`src/rtl/sha256_message_scheduler.sv`:
```
// Streaming SHA-256 message schedule: loads one padded block, emits W0..W63 with valid/ready.
// Optional `SCHED_BYTE_SWAP_EN byte-reverses each input word on load (little-endian hosts).
module sha256_message_scheduler #(
    parameter int WORD_SIZE = 32,
    parameter int ROUNDS    = 64,
    localparam int IDX_W    = $clog2(ROUNDS)
) (
    input  logic                   clock,
    input  logic                   clear,
    input  logic [WORD_SIZE*16-1:0] block_in,
    input  logic                   block_valid,
    output logic                   block_ready,
    output logic [WORD_SIZE-1:0]   message_schedule_value,
    output logic [IDX_W-1:0]       message_schedule_index,
    output logic                   w_valid,
    input  logic                   w_ready,
    output logic                   w_last,
    output logic                   round_start
);

    typedef enum logic {IDLE, RUN} state_t;

    localparam logic [IDX_W-1:0] T_LAST = IDX_W'(ROUNDS - 1);
    localparam logic [IDX_W-1:0] T_PEN  = IDX_W'(ROUNDS - 2);

    state_t               state_q, state_d;
    logic [WORD_SIZE-1:0] win_q [16];
    logic [WORD_SIZE-1:0] win_d [16];
    logic [IDX_W-1:0]     t_q, t_d;
    logic                 w_valid_q, w_valid_d;
    logic                 w_last_q, w_last_d;
    logic                 round_start_q, round_start_d;
    logic [WORD_SIZE-1:0] new_word;

    function automatic logic [31:0] sig0(input logic [31:0] x);
        return {x[6:0], x[31:7]} ^ {x[17:0], x[31:18]} ^ (x >> 3);
    endfunction

    function automatic logic [31:0] sig1(input logic [31:0] x);
        return {x[16:0], x[31:17]} ^ {x[18:0], x[31:19]} ^ (x >> 10);
    endfunction

    function automatic logic [31:0] load_word(input logic [31:0] x);
`ifdef SCHED_BYTE_SWAP_EN
        return {x[7:0], x[15:8], x[23:16], x[31:24]};
`else
        return x;
`endif
    endfunction

    always_comb begin
        state_d       = state_q;
        t_d           = t_q;
        w_valid_d     = w_valid_q;
        w_last_d      = w_last_q;
        round_start_d = 1'b0;
        for (int i = 0; i < 16; i++) win_d[i] = win_q[i];
        new_word = sig1(win_q[14]) + win_q[9] + sig0(win_q[1]) + win_q[0];

        case (state_q)
            IDLE: begin
                if (block_valid) begin
                    for (int i = 0; i < 16; i++)
                        win_d[i] = load_word(block_in[WORD_SIZE*(15-i) +: WORD_SIZE]);
                    t_d           = '0;
                    w_valid_d     = 1'b1;
                    w_last_d      = 1'b0;
                    round_start_d = 1'b1;
                    state_d       = RUN;
                end
            end
            RUN: begin
                if (w_ready) begin
                    if (t_q == T_LAST) begin
                        // final beat: no shift needed, just release the window
                        state_d   = IDLE;
                        w_valid_d = 1'b0;
                        w_last_d  = 1'b0;
                    end else begin
                        for (int i = 0; i < 15; i++) win_d[i] = win_q[i+1];
                        win_d[15] = new_word;
                        t_d       = t_q + IDX_W'(1);
                        w_last_d  = (t_q == T_PEN);
                    end
                end
            end
            default: state_d = IDLE;
        endcase
    end

    always_ff @(posedge clock) begin
        if (!clear) begin
            state_q       <= IDLE;
            for (int i = 0; i < 16; i++) win_q[i] <= '0;
            t_q           <= '0;
            w_valid_q     <= 1'b0;
            w_last_q      <= 1'b0;
            round_start_q <= 1'b0;
        end else begin
            state_q       <= state_d;
            for (int i = 0; i < 16; i++) win_q[i] <= win_d[i];
            t_q           <= t_d;
            w_valid_q     <= w_valid_d;
            w_last_q      <= w_last_d;
            round_start_q <= round_start_d;
        end
    end

    assign block_ready            = (state_q == IDLE);
    assign message_schedule_value = win_q[0];
    assign message_schedule_index = t_q;
    assign w_valid                = w_valid_q;
    assign w_last                 = w_last_q;
    assign round_start            = round_start_q;

endmodule

```
`config.mk`:
```
export PLATFORM = sky130hd
export DESIGN_NAME = sha256_message_scheduler
export DESIGN_NICKNAME = d
export VERILOG_FILES = /design/src/rtl/sha256_message_scheduler.sv
export SDC_FILE = /design/constraint.sdc
export NUM_CORES = 1
export LEC_CHECK = 0
export ABC_AREA = 1
export BUFFER_PORTS_ARGS = -buffer_cell sky130_fd_sc_hd__buf_2
export CAP_MARGIN = 20
export CELL_PAD_IN_SITES_DETAIL_PLACEMENT = 0
export CELL_PAD_IN_SITES_GLOBAL_PLACEMENT = 1
export CORE_MARGIN = 8
export CORE_UTILIZATION = 45
export CTS_BUF_LIST = sky130_fd_sc_hd__clkbuf_8
export DETAILED_ROUTE_END_ITERATION = 12
export GPL_TIMING_DRIVEN = 0
export PLACE_DENSITY_LB_ADDON = 0.1
export SETUP_SLACK_MARGIN = 0.5
export SYNTH_ARGS = -nofsm -noshare
export SYNTH_HDL_FRONTEND = slang
export SYNTH_SLANG_ARGS = --single-unit
```
`constraint.sdc`:
```
create_clock -name clock -period 7.8 [get_ports clock]
set_input_delay 1.17 -clock clock [delete_from_list [all_inputs] [get_ports clock]]
set_output_delay 1.17 -clock clock [all_outputs]
set_load 0.01 [all_outputs]
```
# Word level (Yosys, flattened, before mapping)
# Memories as Yosys holds them, arrays and structs flattened.
# Index checks and enable logic that the tools add are counted.
# op_classes
muxes	38
n_bitwise	22
add_sub_neg	4
reduce_logical	4
eq_ne	6
# ops
op	n
$mux W512	3
$pmux W512 S2	1
$mux W32	16
$add A32 B32 Y32	3
$xor A32 B32 Y32	2
$xor A32 B22 Y32	1
$xor A32 B29 Y32	1
$mux W6	3
$or A1 B1 Y1	16
$eq A6 B6 Y1 const B	2
$pmux W6 S2	1
$mux W1	11
$add A6 B1 Y6 const B	1
$ne A2 B2 Y1 const B	3
$pmux W1 S2	3
$reduce_and A3 Y1	2
$ne A2 B1 Y1 const B	1
$not A1 Y1	2
$reduce_and A2 Y1	1
$reduce_or A2 Y1	1
# totals
input_bits	516
regBits	10
mem_count	1
mem_bits_rw	512
# mem_list
memory	words	word_bits	rd	rd_ports_with_merged_regs	wr	line_no	text
win_q	16	32	16	0	16	27	logic [WORD_SIZE-1:0] win_q [16];

# Depth between registers and ports, before layout
# depth
ltp_word	9
mapped_depth	23
mapped_depth_nobuf	22

# Least setup slack after synthesis
# No wires, ideal clock.
# synth_path
path_type	reg-to-reg
start	memory win_q[1][19], in the netlist win_q[0][51]
end	memory win_q[15][17], in the netlist win_q[0][497]
slack_ns	4.402
setup_ns	0.119
path_stages_with_launch	18
arrival_time_ns	3.279
n_path_buf	1
path_cell_list	dfxtp_1 clkbuf_1 xnor2_1 xor2_1 inv_1 fa_1 fa_1 ha_1 fa_1 nand3_1 nand3_1 nand2_1 nand2_1 nand2_1 nand2_1 xor2_1 o21ai_0 nand2_1
# synth_lines
element	line_no
start: declaration	27

==> flow_summary.toml <==
[grt]
grtUsageTotal = 0.3161
grt_max_degree = 14
overflow = 0
antenna_found_initial = 27
grt_pass1_wl_um = 158800
grt_pass1_vias = 25047

[setup_path]
endpoint_kind = "flip-flop"
path_class = "flip-flop to flip-flop"
crit_path_frequent_cell = "nand2_1"
cp_slowest_stage_delay_ns = 0.50
crit_start = "win_q[0][49]"
crit_slowest_cell = "fa_1"
worstSetupStartpointType = "flip-flop"
critPathMaxFanout = 6
cp.required_ns = 8.39
crit-reg2reg-launch = "win_q[0][49]"
r2r_cells = 19
cp.arrival_ns = 4.94
cp_cell_sequence = "clkbuf_1 -> xnor2_1 -> xor2_1 -> inv_1 -> fa_1 -> inv_1 -> fa_1 -> inv_1 -> ha_1 -> nand2_1 -> inv_1 -> a21oi_1 -> nand3_1 -> nand2_1 -> nand2_1 -> nand2_1 -> nand3_1 -> nand2_1 -> nand2_1"

[placed_design]
place_congestion = 0.9655
dp_hpwl_um = 92780
port_buffers = 557
post_dp_cell_area_sq_um = 30410

[logic_synthesis]
synth.distinct_cells = 35
synth_area_per_cell_sq_um = 8.341
synth.net_count = 3807
ys.flop_type = "dfxtp_1"
ys_ff_latch = 522
synth_edf_count = 0
netlist_instances = 3196
async_flop_share = 0
yosysSeqAreaShare = 0.3920
ys_warn_count = 0
syn-cell-area_sq_um = 26660

[hold_path]
hold_start = "win_q[0][418]"
hold_depth = 2
hp-class = "flip-flop to flip-flop"

[final_layout]
nets = 4458
nFillCells = 5727
syn2layout_area_growth_pct = 21.81
final_common_cell = "nand2_1"
fin_area_sq_um = 32470
drive_gt1_frac = 0.2157
final_cell_mix = "715 x nand2_1, 623 x buf_2, 522 x dfxtp_1"
final_util = 0.5523

[clocking]
cts_resized = 0
cts_max_level = 3
clk_pin_slew_ns = 0.06
cts_root_buffer = "clkbuf_8"
post-cts-setup-buffers = 0
numCtsBuffers = 92
cts_hold_buffers = 0
clock_latency_ns = 0.71
numClockSinks = 522
clockBufferDepth = 3
cts_tree = "yes"

[sta]
rsz0062_at_grt = "false"
maxSlewViolCount = 0
hold_viol = 0
hold-worst-slack_ns = 0.4571
timing.fmax_ghz = 0.2301
post-route-min-period_ns = 4.346
skew_ns = 0.04247
relSlewSlack = 0.2177
fin_tns_setup_ns = 0
finalCritPeriodShare = 0.5572
tightest_slew_ns = 1.173
finalSetupViolCount = 0

[outcome]
status = "finished clean"

[routing]
drt-initial-drc-count = 1777
wl_per_cell_um = 23.54
viasPerCell = 5.193
postRouteAntennaNets = 0
first_pass_iters = 6
drc_errors = 0
wl_um = 110900
vias = 24461

[floorplanning]
die_height_um = 259.4
fp.dieArea_sq_um = 67290
die_x_um = 259.4
core_sq_um = 58800
ios = 558
start_util = 0.4534
row_count = 89

[power_and_ir_drop]
leakagePower_nw = 14.89
ir_drop_uv = 168.3
p_per_area_nw_per_um2 = 265.6
finalPower_mw = 8.624

[run]
cap_violations = 0
-- synthesized netlist by cell type (4+ instances only) --
cell / instances / share of area
a21oi_1: 41 / 0.0077
buf_2: 66 / 0.012
buf_4: 33 / 0.0093
clkbuf_1: 100 / 0.014
clkbuf_2: 36 / 0.0068
dfxtp_1: 522 / 0.39
fa_1: 62 / 0.047
ha_1: 33 / 0.015
inv_1: 296 / 0.042
mux2i_1: 483 / 0.18
nand2_1: 715 / 0.10
nand3_1: 48 / 0.0090
nand4_1: 5 / 0.0012
nor2_1: 73 / 0.010
nor3_1: 11 / 0.0021
o21ai_0: 468 / 0.088
o21bai_1: 4 / 0.0011
o22ai_1: 46 / 0.011
xnor2_1: 58 / 0.019
xor2_1: 75 / 0.025
-- path summary, 6_finish.rpt --
check / endpoint / slack [ns]
worst max-delay path: win_q[0][508] / 3.45
worst min-delay path: win_q[0][418] / 0.46
worst max register to register: win_q[0][508] / 3.45
worst min register to register: win_q[0][418] / 0.46
-- power by group --
part	switching, mW	internal [mW]
Clock	1.20	1.53
Sequential	0.196	2.90
Combinational	1.82	0.978
Total	3.22	5.41
-- layout make-up --
class / instances / area (sq um) / share of cell area
flip-flops and latches: 522 / 10450 / 0.3218
diodes: 14 / 35.03 / 0.001079
inverters: 298 / 1119 / 0.03445
multi-input cells: 2140 / 13950 / 0.4297
repair buffers: 557 / 2788 / 0.08585
well taps: 773 / 967.2 / 0.02978
clock inverters: 42 / 261.5 / 0.008053
clock buffers: 128 / 1762 / 0.05425
plain buffers: 236 / 1137 / 0.03502
-- cells by family after synthesis --
logic type | share of synthesized area
buf+inv | 0.08462
xor+xnor | 0.04369
compound gates | 0.1100
simple gates | 0.1263
fa+ha+maj | 0.06205
flops | 0.3920
mux | 0.1813
-- registers in the layout (all words and copies together) (netlist names) --
name	flops
w_valid	1
round_start	1
w_last	1
message_schedule_index	6
win_q	512
state_q	1
-- stage by stage --
stage,std cells,setup WS [ns]
6_report,4710,3.454
5_1_grt,4703,3.270
4_1_cts,4696,3.518
3_5_place_dp,4526,3.538
3_3_place_gp,4526,3.484
2_1_floorplan,3196,4.402
-- critical path: cells and delay by family (launching register included) --
family | cells | cell delay, ns
xor+xnor | 2 | 0.36
compound gates | 1 | 0.35
flops | 1 | 0.31
simple gates | 8 | 1.20
buf+inv | 5 | 0.66
fa+ha+maj | 3 | 1.35
-- metal layers --
| metal | up-vias | share of wire | track usage |
|---|---|---|---|
| met5 | - | 0.0016 | 0 |
| met4 | 26 | 0.044 | 0.1378 |
| met3 | 214 | 0.066 | 0.06288 |
| met2 | 905 | 0.48 | 0.5399 |
| met1 | 11547 | 0.41 | 0.3833 |
| li1 | 11769 | - | - |
Power figures use the tool's default switching activity.
